**src/rtl/vga_timing_generator.sv**
```systemverilog
// VGA raster timing: pixel-rate divider, column/line counters, registered
// sync/active-video decodes and line/frame start strobes.
module vga_timing_generator #(
  parameter int unsigned H_ACTIVE = 640,
  parameter int unsigned H_FP     = 16,
  parameter int unsigned H_SYNC   = 96,
  parameter int unsigned H_BP     = 48,
  parameter int unsigned V_ACTIVE = 480,
  parameter int unsigned V_FP     = 10,
  parameter int unsigned V_SYNC   = 2,
  parameter int unsigned V_BP     = 33,
  parameter int unsigned CLK_DIV  = 2,
  parameter logic        SYNC_POL = 1'b0
) (
  input  logic       clk,
  input  logic       reset,
  input  logic       enable,
  output logic       pixelTick,
  output logic [9:0] hCounter,
  output logic [9:0] vCounter,
  output logic       hSync,
  output logic       vSync,
  output logic       vidOn,
  output logic       lineStart,
  output logic       frameStart
);

  localparam int unsigned H_TOTAL = H_ACTIVE + H_FP + H_SYNC + H_BP;
  localparam int unsigned V_TOTAL = V_ACTIVE + V_FP + V_SYNC + V_BP;
  localparam int unsigned DIV_W   = (CLK_DIV > 1) ? $clog2(CLK_DIV) : 1;

  localparam logic [DIV_W-1:0] DIV_LAST = DIV_W'(CLK_DIV - 1);
  localparam logic [9:0]       H_LAST   = 10'(H_TOTAL - 1);
  localparam logic [9:0]       V_LAST   = 10'(V_TOTAL - 1);

  // 11-bit bounds so a sync window ending exactly at 1024 still compares correctly
  localparam logic [10:0] H_VIS      = 11'(H_ACTIVE);
  localparam logic [10:0] HS_START   = 11'(H_ACTIVE + H_FP);
  localparam logic [10:0] HS_END     = 11'(H_ACTIVE + H_FP + H_SYNC);
  localparam logic [10:0] V_VIS      = 11'(V_ACTIVE);
  localparam logic [10:0] VS_START   = 11'(V_ACTIVE + V_FP);
  localparam logic [10:0] VS_END     = 11'(V_ACTIVE + V_FP + V_SYNC);

  // Refuse to elaborate timings that do not fit the 10-bit counters
  if (H_TOTAL > 1024 || H_TOTAL == 0) begin : g_bad_h_total
    $error("vga_timing_generator: H_TOTAL must be 1..1024");
  end
  if (V_TOTAL > 1024 || V_TOTAL == 0) begin : g_bad_v_total
    $error("vga_timing_generator: V_TOTAL must be 1..1024");
  end
  if (CLK_DIV == 0) begin : g_bad_clk_div
    $error("vga_timing_generator: CLK_DIV must be >= 1");
  end

  logic [DIV_W-1:0] div_count;
  logic [9:0]       h_next;
  logic [9:0]       v_next;
  logic             h_wrap;
  logic             v_wrap;
  logic             hs_active;
  logic             vs_active;
  logic             vid_next;

  // Pixel-rate enable; qualified by reset so it is also low in reset when CLK_DIV = 1
  always_comb begin
    pixelTick = enable & reset & (div_count == DIV_LAST);
  end

  // Divider: free-runs while enabled, holds its count while disabled
  always_ff @(posedge clk or negedge reset) begin
    if (!reset) begin
      div_count <= '0;
    end else if (enable) begin
      if (div_count == DIV_LAST) begin
        div_count <= '0;
      end else begin
        div_count <= div_count + 1'b1;
      end
    end
  end

  // Next counter values and the decodes derived from them
  always_comb begin
    h_next = hCounter;
    v_next = vCounter;
    h_wrap = (hCounter == H_LAST);
    v_wrap = (vCounter == V_LAST);
    if (pixelTick) begin
      if (h_wrap) begin
        h_next = '0;
        if (v_wrap) begin
          v_next = '0;
        end else begin
          v_next = vCounter + 10'd1;
        end
      end else begin
        h_next = hCounter + 10'd1;
      end
    end
    hs_active = ({1'b0, h_next} >= HS_START) && ({1'b0, h_next} < HS_END);
    vs_active = ({1'b0, v_next} >= VS_START) && ({1'b0, v_next} < VS_END);
    vid_next  = ({1'b0, h_next} < H_VIS) && ({1'b0, v_next} < V_VIS);
  end

  // Column and line counters
  always_ff @(posedge clk or negedge reset) begin
    if (!reset) begin
      hCounter <= '0;
      vCounter <= '0;
    end else begin
      hCounter <= h_next;
      vCounter <= v_next;
    end
  end

  // Registered decodes from next counter values, so they line up with the counters
  always_ff @(posedge clk or negedge reset) begin
    if (!reset) begin
      hSync <= ~SYNC_POL;
      vSync <= ~SYNC_POL;
      vidOn <= 1'b0;
    end else if (enable) begin
      hSync <= hs_active ? SYNC_POL : ~SYNC_POL;
      vSync <= vs_active ? SYNC_POL : ~SYNC_POL;
      vidOn <= vid_next;
    end
  end

  // Line/frame strobes mark the first cycle showing a wrapped counter
  always_ff @(posedge clk or negedge reset) begin
    if (!reset) begin
      lineStart  <= 1'b0;
      frameStart <= 1'b0;
    end else begin
      lineStart  <= pixelTick & h_wrap;
      frameStart <= pixelTick & h_wrap & v_wrap;
    end
  end

endmodule

```
**config.mk**
```make
export PLATFORM = sky130hd
export DESIGN_NAME = vga_timing_generator
export DESIGN_NICKNAME = d
export VERILOG_FILES = /design/src/rtl/vga_timing_generator.sv
export SDC_FILE = /design/constraint.sdc
export NUM_CORES = 1
export LEC_CHECK = 0
export ABC_AREA = 1
export BUFFER_PORTS_ARGS = -buffer_cell sky130_fd_sc_hd__buf_2
export CELL_PAD_IN_SITES_DETAIL_PLACEMENT = 0
export CELL_PAD_IN_SITES_GLOBAL_PLACEMENT = 1
export CORE_AREA = 2 2 71 66
export DETAILED_ROUTE_END_ITERATION = 12
export DIE_AREA = 0 0 73 68
export PLACE_DENSITY_LB_ADDON = 0.1
export SETUP_SLACK_MARGIN = 0.02
export SLEW_MARGIN = 0
export SYNTH_ARGS = -nofsm -noshare
export SYNTH_HDL_FRONTEND = slang
export SYNTH_SLANG_ARGS = --single-unit
```
**constraint.sdc**
```tcl
create_clock -name clk -period 2 [get_ports clk]
set_clock_uncertainty 0.1 [all_clocks]
set_input_delay 0 -clock clk [delete_from_list [all_inputs] [get_ports clk]]
set_output_delay 0 -clock clk [all_outputs]
set_load 0.05 [all_outputs]
```
==> impl_metrics.env <==
export IMPL_worstPathMaxFanout=6
export IMPL_synth_compound_area_share_pct=4.416
export IMPL_fin_tns_setup_ns=0
export IMPL_utilization_pct=47.15
export IMPL_async_flop_share_pct=100.0
export IMPL_synth_top_area_share_pct=37.85
export IMPL_overflow=0
export IMPL_dr_pass1_iters=4
export IMPL_ioPinCount=29
export IMPL_final_layout_size_suffix_gt1_share_pct=28.21
export IMPL_synthMostInstantiatedCell="nand2_1"
export IMPL_fin_crit_sh_pct=90.93
export IMPL_grt_first_pass_wirelength_um=6596
export IMPL_syn_area_per_cell_sq_um=7.114
export IMPL_min_path_type="in -> async"
export IMPL_fp_coreArea_sq_mm=0.004288
export IMPL_cts_sinks=26
export IMPL_p_leak_nw=1.102
export IMPL_ys_top_cells_by_area="dfrtp_1 (38%), nand2_1 (13%), inv_1 (11%), nor2_1 (7.8%), nand3_1 (5.4%)"
export IMPL_peakVddDrop_mv=0.3359
export IMPL_drv_cap=0
export IMPL_multiInputGateArea_sq_um=777.0
export IMPL_fmax_ghz=0.5499
export IMPL_die_h_um=68
export IMPL_min_period_ns=1.819
export IMPL_diodes=0
export IMPL_drt_iter0_drc=69
export IMPL_synth_xor_area_share_pct=2.208
export IMPL_routed_wirelength_um=3989
export IMPL_cts_tree="yes"
export IMPL_yosysWarnings=0
export IMPL_fin_nets=280
export IMPL_synthAdderAreaFrac_pct=2.366
export IMPL_syn_inst=223
export IMPL_grt_pass1_vias=1394
export IMPL_synth_common_cells="nand2_1 (56), inv_1 (45), nor2_1 (33), dfrtp_1 (24), nand3_1 (17)"
export IMPL_cts_root_buf="clkbuf_8"
export IMPL_antenna_found_initial=0
export IMPL_synth_top_family_by_area="simple AND/OR/NAND/NOR gates"
export IMPL_drcViolationCount=0
export IMPL_synthMuxAreaShare_pct=0
export IMPL_rsz0062_at_grt="yes"
export IMPL_die_w_um=73
export IMPL_seq_area_sq_um=658.1
export IMPL_hold_viol_final=0
export IMPL_clockBufferDepth=2
export IMPL_drv_slew=0
export IMPL_required_ns=2.11
export IMPL_path_class="reg -> reg"
export IMPL_grt_usage_pct=17.36
export IMPL_yosys_area_top_type="dfrtp_1"
export IMPL_syn_to_final_growth_pct=27.44
export IMPL_relSlewSlack_pct=78.00
export IMPL_gp_congestion=0.8325
export IMPL_synth_edf_count=0
export IMPL_tightest_slew_ns=0.3300
export IMPL_num_fill_cells=449
export IMPL_synth_nets=229
export IMPL_clkSlewWorstSetupHoldPaths_ns=0.10
export IMPL_hpwl_um=3167
export IMPL_initial_core_util_pct=37.00
export IMPL_num_vias=1497
export IMPL_setup_viol=0
export IMPL_die_area_sq_mm=0.004964
export IMPL_p_total_mw=1.747
export IMPL_arrival_ns=1.93
export IMPL_yosys_area_share_simple_pct=37.93
export IMPL_synthesis_area_sq_mm=0.001587
export IMPL_ys_seq_area_share_pct=41.17
export IMPL_grt_max_degree=27
export IMPL_cts_buffers=3
export IMPL_design_area_sq_mm=0.002022
export IMPL_synth_ff_type="dfrtp_1"
export IMPL_final_cells=323
export IMPL_wl_per_cell_um=12.35
export IMPL_power_per_cell_area_mw_per_mm2=863.9
export IMPL_start_kind="flip-flop"
export IMPL_htreeDepth=1
export IMPL_ant_nets=0
export IMPL_row_count=23
export IMPL_status="complete, no violations"
export IMPL_end_kind="flip-flop"
export IMPL_dp_cells=314
export IMPL_synth_distinct_cells=26
export IMPL_clk_latency_ns=0.27
export IMPL_post_dp_cell_area_sq_mm=0.001899
export IMPL_avgViaCountPerCell=4.635
export IMPL_io_buffers=28
export IMPL_synth_seq_cells=26
[registers in the layout, summed over array words and instances (netlist names)]
name        cells
hCounter       10
vCounter       10
div_count       1
frameStart      1
hSync           1
lineStart       1
vSync           1
vidOn           1
[where the power goes]
group | switching (mW) | total (mW) | leakage, nW | internal (mW)
Clock | 0.169 | 0.345 | 0.0288 | 0.176
Sequential | 0.0927 | 0.699 | 0.286 | 0.606
Combinational | 0.498 | 0.703 | 0.787 | 0.206
Total | 0.759 | 1.75 | 1.10 | 0.988
[cell type report]
type / instances / area share (%)
Clock buffer: 4 / 2.723
Inverter: 48 / 8.973
Multi-Input combinational cell: 148 / 38.43
Sequential cell: 26 / 32.55
Tap cell: 50 / 3.094
Timing Repair Buffer: 47 / 14.23
[through the flow]
step / worst slack (ns) / hold slack, ns
2_1_floorplan: 0.02234 / -0.3956
3_3_place_gp: 0.07674 / 0.004228
3_5_place_dp: 0.08867 / 0.001272
4_1_cts: 0.07357 / 0.2421
5_1_grt: 0.007442 / 0.2590
6_report: 0.1814 / 0.2238
[cells in the final DEF (no fill, tap or decap), types with 3 or more instances in the layout]
master    count
nor2_2        7
xor2_1        4
clkbuf_8      4
nand3_1      17
nand2_2       3
nand4_1       7
nor2_4        3
dfrtp_2       4
inv_1        45
buf_2        28
dfrtp_1      20
nand2_1      54
nor2_1       29
a21oi_1       6
buf_4        17
o21ai_1       4
[timing repair]
action	4_1_cts	5_1_grt
endpoints found under the setup margin	0	2
endpoints found under the hold margin	29	0
buffers inserted	0	3
hold buffers	2	0
resized for setup	0	8
[worst max-delay path, stage by stage, from the launching register on]
cell	delay, ns
dfrtp_2	0.46
inv_1	0.07
ha_1	0.15
nand2_1	0.06
nor2_2	0.10
nand4_1	0.20
inv_1	0.16
nand2_1	0.08
nand3_1	0.09
nand2_1	0.07
nor2_1	0.11
nand2_1	0.06
nand2_1	0.05
[metal layers]
metal | track usage (%) | vias to the layer above | routed length [um]
met5 | 0 | - | 0
li1 | - | 786 | -
met4 | 4.861 | 0 | 25
met2 | 25.00 | 24 | 1739
met3 | 2.798 | 2 | 127
met1 | 26.58 | 685 | 2096
[path summary, 6_finish.rpt]
check / from / end / slack, ns / cells after the start
setup / recovery: vCounter[0]$_DFF_PN0_ / vidOn$_DFFE_PN0P_ / 0.18 / 12
hold / removal: reset / vCounter[3]$_DFF_PN0_ / 0.22 / 3
setup reg to reg: vCounter[0]$_DFF_PN0_ / vidOn$_DFFE_PN0P_ / 0.18 / 12
hold reg to reg: vidOn$_DFFE_PN0P_ / vidOn$_DFFE_PN0P_ / 0.39 / 2
max in group asynchronous: reset / vSync$_DFFE_PN1P_ / 1.27 / 3
min in group clk: vidOn$_DFFE_PN0P_ / vidOn$_DFFE_PN0P_ / 0.39 / 2
[cell families after synthesis]
kind of cell / after synthesis
and+or+nand+nor: 128
buffers and inverters: 49
DFF: 26
AOI/OAI and AO/OA: 13
xor gates and xnor gates: 4
adders and majority gates: 3
Note: power is estimated with default switching activity, not from simulation.
